===== src/rtl/loader_ctrl_wb.sv =====
// loader_ctrl_wb: UART-triggered boot/program-load controller with a Wishbone slave.
// The controller watches received bytes for a preamble/filler/trigger sequence and
// pulses the core reset. It then counts the incoming program bytes and ends the load
// on an inter-byte timeout with a second reset pulse.
// Firmware can read the reset cause, the current state and the byte count, and it
// controls the enable bit.
// Optional feature: define LOADER_SW_RESET_EN to build the software reset (CTRL[1]).

module loader_ctrl_wb #(
  parameter logic [7:0]  PREAMBLE_BYTE    = 8'h2D,
  parameter logic [7:0]  FILLER_BYTE      = 8'h5F,
  parameter logic [7:0]  TRIGGER_BYTE     = 8'h70,
  parameter int unsigned RST_PULSE_CYCLES = 1,
  parameter int unsigned TIMEOUT_CYCLES   = 200000000
) (
  input  logic        wb_clk_i,
  input  logic        wb_rst_i,
  input  logic        wb_cyc_i,
  input  logic        wb_stb_i,
  input  logic        wb_we_i,
  input  logic [31:0] wb_adr_i,
  input  logic [31:0] wb_dat_i,
  input  logic [3:0]  wb_sel_i,
  output logic        wb_stall_o,
  output logic        wb_ack_o,
  output logic        wb_err_o,
  output logic [31:0] wb_dat_o,
  input  logic        uart_rx_irq,
  input  logic [7:0]  uart_rx_byte,
  output logic        reset_o,
  output logic [2:0]  state_o
);

  typedef enum logic [2:0] {
    S_IDLE  = 3'd0,
    S_ARMED = 3'd1,
    S_FIRE  = 3'd2,
    S_LOAD  = 3'd3,
    S_RECV  = 3'd4,
    S_DONE  = 3'd5
  } state_t;

  localparam logic [1:0] ADR_CAUSE  = 2'd0;
  localparam logic [1:0] ADR_STATUS = 2'd1;
  localparam logic [1:0] ADR_CTRL   = 2'd2;
  localparam logic [1:0] ADR_NONE   = 2'd3;

  localparam logic [1:0] CAUSE_TRIGGER = 2'd1;
  localparam logic [1:0] CAUSE_DONE    = 2'd2;
  localparam logic [1:0] CAUSE_SWRST   = 2'd3;

  localparam logic [31:0] PULSE_LAST = 32'(RST_PULSE_CYCLES - 1);
  localparam logic [31:0] TIMER_LAST = 32'(TIMEOUT_CYCLES - 1);
  localparam logic [23:0] COUNT_MAX  = 24'hFFFFFF;

  state_t      r_state;
  state_t      w_state_nxt;
  logic [31:0] r_pulse_cnt;
  logic [31:0] r_timer;
  logic [23:0] r_byte_cnt;
  logic [1:0]  r_cause;
  logic        r_en;
  logic        r_reset_n;
  logic        r_ack;
  logic        r_err;
  logic [31:0] r_dat;

  logic        w_bus_req;
  logic [1:0]  w_addr;
  logic        w_wr_cause;
  logic        w_wr_ctrl;
  logic        w_rd;
  logic        w_pulse_last;
  logic        w_cause_evt;
  logic [1:0]  w_cause_val;
  logic [31:0] w_rd_mux;
  logic        w_unused;

  assign w_bus_req  = wb_cyc_i & wb_stb_i;
  assign w_addr     = wb_adr_i[3:2];
  assign w_wr_cause = w_bus_req & wb_we_i & (w_addr == ADR_CAUSE);
  assign w_wr_ctrl  = w_bus_req & wb_we_i & (w_addr == ADR_CTRL);
  assign w_rd       = w_bus_req & ~wb_we_i & (w_addr != ADR_NONE);

  assign w_pulse_last = (r_pulse_cnt == PULSE_LAST);

`ifdef LOADER_SW_RESET_EN
  logic w_sw_rst;

  assign w_sw_rst = w_wr_ctrl & wb_dat_i[1] &
                    ((r_state == S_IDLE) | (r_state == S_ARMED));
  assign w_unused = &{1'b0, wb_sel_i, wb_adr_i[31:4], wb_adr_i[1:0], wb_dat_i[31:2]};
`else
  assign w_unused = &{1'b0, wb_sel_i, wb_adr_i[31:4], wb_adr_i[1:0], wb_dat_i[31:1]};
`endif

  // Next-state decode plus the cause event that accompanies a transition
  always_comb begin
    w_state_nxt = r_state;
    w_cause_evt = 1'b0;
    w_cause_val = 2'd0;
    case (r_state)
      S_IDLE: begin
        if (uart_rx_irq && (uart_rx_byte == PREAMBLE_BYTE) && r_en) begin
          w_state_nxt = S_ARMED;
        end
      end
      S_ARMED: begin
        if (uart_rx_irq) begin
          if (uart_rx_byte == TRIGGER_BYTE) begin
            w_state_nxt = S_FIRE;
            w_cause_evt = 1'b1;
            w_cause_val = CAUSE_TRIGGER;
          end else if ((uart_rx_byte == FILLER_BYTE) ||
                       (uart_rx_byte == PREAMBLE_BYTE)) begin
            w_state_nxt = S_ARMED;
          end else begin
            w_state_nxt = S_IDLE;
          end
        end
      end
      S_FIRE: begin
        if (w_pulse_last) begin
          w_state_nxt = S_LOAD;
        end
      end
      S_LOAD: begin
        if (uart_rx_irq) begin
          w_state_nxt = S_RECV;
        end
      end
      S_RECV: begin
        if (!uart_rx_irq && (r_timer == TIMER_LAST)) begin
          w_state_nxt = S_DONE;
          w_cause_evt = 1'b1;
          w_cause_val = CAUSE_DONE;
        end
      end
      S_DONE: begin
        if (w_pulse_last) begin
          w_state_nxt = S_IDLE;
        end
      end
      default: begin
        w_state_nxt = S_IDLE;
      end
    endcase
`ifdef LOADER_SW_RESET_EN
    // A software reset outranks a byte that arrives in the same cycle
    if (w_sw_rst) begin
      w_state_nxt = S_DONE;
      w_cause_evt = 1'b1;
      w_cause_val = CAUSE_SWRST;
    end
`endif
  end

  // State register
  always_ff @(posedge wb_clk_i or negedge wb_rst_i) begin
    if (!wb_rst_i) begin
      r_state <= S_IDLE;
    end else begin
      r_state <= w_state_nxt;
    end
  end

  // Pulse width counter, restarted on every state entry
  always_ff @(posedge wb_clk_i or negedge wb_rst_i) begin
    if (!wb_rst_i) begin
      r_pulse_cnt <= 32'd0;
    end else if (w_state_nxt != r_state) begin
      r_pulse_cnt <= 32'd0;
    end else if ((r_state == S_FIRE) || (r_state == S_DONE)) begin
      r_pulse_cnt <= r_pulse_cnt + 32'd1;
    end
  end

  // Program byte counter: cleared when firing, saturating while receiving
  always_ff @(posedge wb_clk_i or negedge wb_rst_i) begin
    if (!wb_rst_i) begin
      r_byte_cnt <= 24'd0;
    end else if ((r_state != S_FIRE) && (w_state_nxt == S_FIRE)) begin
      r_byte_cnt <= 24'd0;
    end else if ((r_state == S_LOAD) && uart_rx_irq) begin
      r_byte_cnt <= 24'd1;
    end else if ((r_state == S_RECV) && uart_rx_irq && (r_byte_cnt != COUNT_MAX)) begin
      r_byte_cnt <= r_byte_cnt + 24'd1;
    end
  end

  // Inter-byte idle timer, restarted by every received byte during a load
  always_ff @(posedge wb_clk_i or negedge wb_rst_i) begin
    if (!wb_rst_i) begin
      r_timer <= 32'd0;
    end else if (((r_state == S_LOAD) || (r_state == S_RECV)) && uart_rx_irq) begin
      r_timer <= 32'd0;
    end else if (r_state == S_RECV) begin
      r_timer <= r_timer + 32'd1;
    end
  end

  // Registered core reset: low exactly while the FSM sits in a pulse state
  always_ff @(posedge wb_clk_i or negedge wb_rst_i) begin
    if (!wb_rst_i) begin
      r_reset_n <= 1'b1;
    end else begin
      r_reset_n <= !((w_state_nxt == S_FIRE) || (w_state_nxt == S_DONE));
    end
  end

  // Reset cause: a cause event outranks a firmware clear in the same cycle
  always_ff @(posedge wb_clk_i or negedge wb_rst_i) begin
    if (!wb_rst_i) begin
      r_cause <= 2'd0;
    end else if (w_cause_evt) begin
      r_cause <= w_cause_val;
    end else if (w_wr_cause) begin
      r_cause <= 2'd0;
    end
  end

  // Enable bit: gates only the IDLE to ARMED step
  always_ff @(posedge wb_clk_i or negedge wb_rst_i) begin
    if (!wb_rst_i) begin
      r_en <= 1'b1;
    end else if (w_wr_ctrl) begin
      r_en <= wb_dat_i[0];
    end
  end

  // Read data selection for the mapped registers
  always_comb begin
    w_rd_mux = 32'd0;
    case (w_addr)
      ADR_CAUSE:  w_rd_mux = {30'd0, r_cause};
      ADR_STATUS: w_rd_mux = {r_byte_cnt, 5'd0, r_state};
      ADR_CTRL:   w_rd_mux = {31'd0, r_en};
      default:    w_rd_mux = 32'd0;
    endcase
  end

  // Single-cycle bus response: ack for mapped words, err for the unmapped one
  always_ff @(posedge wb_clk_i or negedge wb_rst_i) begin
    if (!wb_rst_i) begin
      r_ack <= 1'b0;
      r_err <= 1'b0;
      r_dat <= 32'd0;
    end else begin
      r_ack <= w_bus_req & (w_addr != ADR_NONE);
      r_err <= w_bus_req & (w_addr == ADR_NONE);
      r_dat <= w_rd ? w_rd_mux : 32'd0;
    end
  end

  assign wb_stall_o = 1'b0;
  assign wb_ack_o   = r_ack;
  assign wb_err_o   = r_err;
  assign wb_dat_o   = r_dat;
  assign reset_o    = r_reset_n;
  assign state_o    = r_state;

endmodule


===== config.mk =====
export PLATFORM = sky130hd
export DESIGN_NAME = loader_ctrl_wb
export DESIGN_NICKNAME = d
export VERILOG_FILES = /design/src/rtl/loader_ctrl_wb.sv
export SDC_FILE = /design/constraint.sdc
export NUM_CORES = 1
export LEC_CHECK = 0
export CAP_MARGIN = 20
export CORE_MARGIN = 5
export CORE_UTILIZATION = 52
export CTS_CLUSTER_SIZE = 24
export DETAILED_ROUTE_END_ITERATION = 16
export HOLD_SLACK_MARGIN = 0.03
export PLACE_DENSITY = 0.78
export SKIP_CTS_REPAIR_TIMING = 1
export SLEW_MARGIN = 20
export SYNTH_ARGS = -nofsm -noshare
export SYNTH_HDL_FRONTEND = slang
export SYNTH_SLANG_ARGS = --single-unit

===== constraint.sdc =====
create_clock -name wb_clk_i -period 3.4 [get_ports wb_clk_i]
set_input_delay 0.34 -clock wb_clk_i [delete_from_list [all_inputs] [get_ports wb_clk_i]]
set_output_delay 0.34 -clock wb_clk_i [all_outputs]
set_load 0.05 [all_outputs]

==> results.ini <==
[status]
run_status = finished, final reports clean

[placed_design]
post_dp_cell_area_um2 = 6700
dp_hpwl_mm = 8.43
place_worst_setup_slack_ns = 0.458
finalWeightedCongestion = 0.814
port-buffer-count = 49

[routing]
residual_drc_count = 0
initialDrtViolationCount = 415
routed_wirelength_mm = 12.8
drt-met1-wl_mm = 5.74
route.antenna.remaining_nets = 0
routed-wl-met3_um = 558
via_count = 4618
avgRoutedWirePerCell_um = 15.7
top_layer_used = met4
wl_met2_mm = 6.34
drt-vias-per-instance = 5.65
drt-pass1-iter-count = 5

[timing]
max-slew-margin-rel = 0.375
final-hold-violation-count = 0
finalCritPeriodShare = 0.831
finalMaxSlewViolations = 0
setup_viol_count_final = 0
worst_margin_slew_ns = 0.937
post-route-min-period_ns = 2.82
timing.clock.skew_ns = 0.00693
grt_setup_unrepaired = no
fmaxAchievable_mhz = 354
setup_ws_ns = 0.576
hold-worst-slack_ns = 0.0726
fin_setup_tns_ns = 0

[cts]
clock_buffer_count_from_cts = 17
clkSlewWorstSetupHoldPaths_ns = 0.05
tritoncts_clock_tree = yes
cts-root-buf = sky130_fd_sc_hd__clkbuf_16
clock_sink_count = 124
clkLatencyLatePin_ns = 0.41
cts-root-to-sink-buffers = 2
cts-htree-levels = 4

[floorplan]
dieHeight_um = 118
start_util = 0.531
die_width_um = 118
floorplan.core_area_um2 = 11400
fp.dieArea_um2 = 13900
top_level_ports = 121
rows = 39

[worst_setup_path]
cells_along_the_critical_path = ha_1 -> nand2_1 -> or4b_1 -> or4_4 -> and4bb_4 -> xnor2_4 -> buf_4 -> nor3_1
crit_path_max_incr_delay_ns = 0.58
worstPathArrival_ns = 3.14
cp_data_required_time_ns = 3.71
cp-start-kind = flop
crit_slowest_cell = sky130_fd_sc_hd__or4_4
critical_path.n_buffers_inverters = 1
crit_type = reg2reg
timing.critical_path.max_delay_family = simple AND/OR/NAND/NOR gates
crit_path_max_fanout = 32
setup.worst_path.end_class = flop

[synth]
synth_top_area_frac = 0.504
synthDistinctLibCells = 52
flip_flop_and_latch_count_after_synthesis = 124
synth_top_flop_cell = sky130_fd_sc_hd__dfrtp_1
yosys_warnings = 0
synth_sequential_area_ratio = 0.512
leading_cell_types_by_count_after_synthesis = 122 x sky130_fd_sc_hd__dfrtp_1, 71 x sky130_fd_sc_hd__nor2_1, 46 x sky130_fd_sc_hd__nor3_1, 44 x sky130_fd_sc_hd__xor2_1, 43 x sky130_fd_sc_hd__nand2_1
postSynthAreaPerCell_um2 = 10.0
syn_inst = 606
yosys-top-cells-area = sky130_fd_sc_hd__dfrtp_1 50%, sky130_fd_sc_hd__xor2_1 6.4%, sky130_fd_sc_hd__xnor2_1 5.1%
synth_enable_flop_cells = 0
asyncSetResetFlopFracSynth = 1.00
synth.most_common_cell = sky130_fd_sc_hd__dfrtp_1
synth_top_cell_by_area = sky130_fd_sc_hd__dfrtp_1
synth_area_um2 = 6060

[global_routing]
grt_start_max_net_pins = 75
gr-usage-all-layers = 0.190
globalRoute.totalOverflow = 0
antenna_found_initial = 0
number_of_global_route_vias_before_repair = 4635
grt_pass1_wl_mm = 21.9

[worst_hold_path]
hold_class = in2async

[cells_and_area]
seq_area_um2 = 3110
diodes = 0
nets = 748
synthToLayoutAreaGrowth_pct = 19.1
area_of_combinational_cells_with_multiple_inputs_um2 = 2780
fin_area_um2 = 7220
fillCellCount = 913
layout-drive-gt1-share = 0.0711

[pwr]
pwr_density_cell_nw_per_um2 = 440
p_leak_nw = 3.20
p_total_mw = 3.18
ir_drop_uv = 401

[run]
maxCapViolations = 0

area by class of cell:
class / count / share of cell area
inverter: 12 / 0.00624
tap: 143 / 0.0248
sequential: 124 / 0.430
clock buffer: 30 / 0.0712
clock inverter: 2 / 0.00139
multi-input combinational: 447 / 0.385
timing repair buffer: 60 / 0.0808
report_power, final:
part           internal, mW  leakage, nW  switching [mW]
sequential             1.48         1.70         0.00296
combinational        0.0288         1.24          0.0646
clock                  1.01        0.257           0.592
total                  2.52         3.20           0.659
path summary, 6_finish.rpt:
check                                from         endpoint  slack [ns]  cells past startpoint
min in group wb_clk_i      r_byte_cnt[10]     wb_dat_o[18]        0.54                      1
hold / removal                   wb_rst_i  r_pulse_cnt[12]        0.07                      1
hold reg to reg            r_byte_cnt[10]     wb_dat_o[18]        0.54                      1
max in group asynchronous        wb_rst_i             r_en        2.48                      2
setup reg to reg               r_timer[0]  r_pulse_cnt[26]        0.58                      8
setup / recovery               r_timer[0]  r_pulse_cnt[26]        0.58                      8
sequential cells by signal, indices dropped and copies added (netlist names):
signal / count
state_o: 3
r_byte_cnt: 24
r_en: 1
wb_dat_o: 27
reset_o: 1
r_cause: 2
r_pulse_cnt: 32
wb_err_o: 1
wb_ack_o: 1
r_timer: 32
kinds of logic after synthesis:
| family | count (synthesis) | synth area share |
|---|---|---|
| other cells | 1 | 0.000619 |
| flops | 124 | 0.512 |
| simple gates | 318 | 0.284 |
| compound gates | 35 | 0.0365 |
| buf+inv | 40 | 0.0326 |
| fa+ha+maj | 4 | 0.00826 |
| xor+xnor | 80 | 0.119 |
| mux | 4 | 0.00681 |
stage by stage:
stage,cells,utilization
6_report,818,0.632
2_1_floorplan,611,-
3_3_place_gp,786,0.586
5_1_grt,818,0.632
3_5_place_dp,786,0.586
4_1_cts,818,0.632
metal layers:
layer  up-vias  global-route usage
met1      2269               0.243
met4         0              0.0652
met2       114               0.303
met5         -                   0
met3        17              0.0649
li1       2218                   -
cells in the final DEF, fill, tap and decap left out, types with 10 or more instances in the layout:
master | synthesis | layout
sky130_fd_sc_hd__a21oi_1 | 11 | 11
sky130_fd_sc_hd__and2_1 | 28 | 28
sky130_fd_sc_hd__and3_1 | 11 | 11
sky130_fd_sc_hd__buf_4 | 6 | 11
sky130_fd_sc_hd__clkbuf_16 | 0 | 17
sky130_fd_sc_hd__clkdlybuf4s50_1 | 0 | 48
sky130_fd_sc_hd__dfrtp_1 | 122 | 122
sky130_fd_sc_hd__inv_1 | 12 | 12
sky130_fd_sc_hd__nand2_1 | 43 | 43
sky130_fd_sc_hd__nand3_1 | 36 | 36
sky130_fd_sc_hd__nand4_1 | 28 | 28
sky130_fd_sc_hd__nor2_1 | 71 | 71
sky130_fd_sc_hd__nor3_1 | 46 | 46
sky130_fd_sc_hd__o21ai_0 | 10 | 10
sky130_fd_sc_hd__xnor2_1 | 35 | 35
sky130_fd_sc_hd__xor2_1 | 44 | 44
worst reg2reg max path: stages, from the launching register on:
cell and delay (ns):
sky130_fd_sc_hd__dfrtp_1 0.40, sky130_fd_sc_hd__ha_1 0.22, sky130_fd_sc_hd__nand2_1 0.12, sky130_fd_sc_hd__or4b_1 0.52, sky130_fd_sc_hd__or4_4 0.58, sky130_fd_sc_hd__and4bb_4 0.26, sky130_fd_sc_hd__xnor2_4 0.12, sky130_fd_sc_hd__buf_4 0.24
sky130_fd_sc_hd__nor3_1 0.26
No activity file was read; power rests on OpenSTA's default activity.
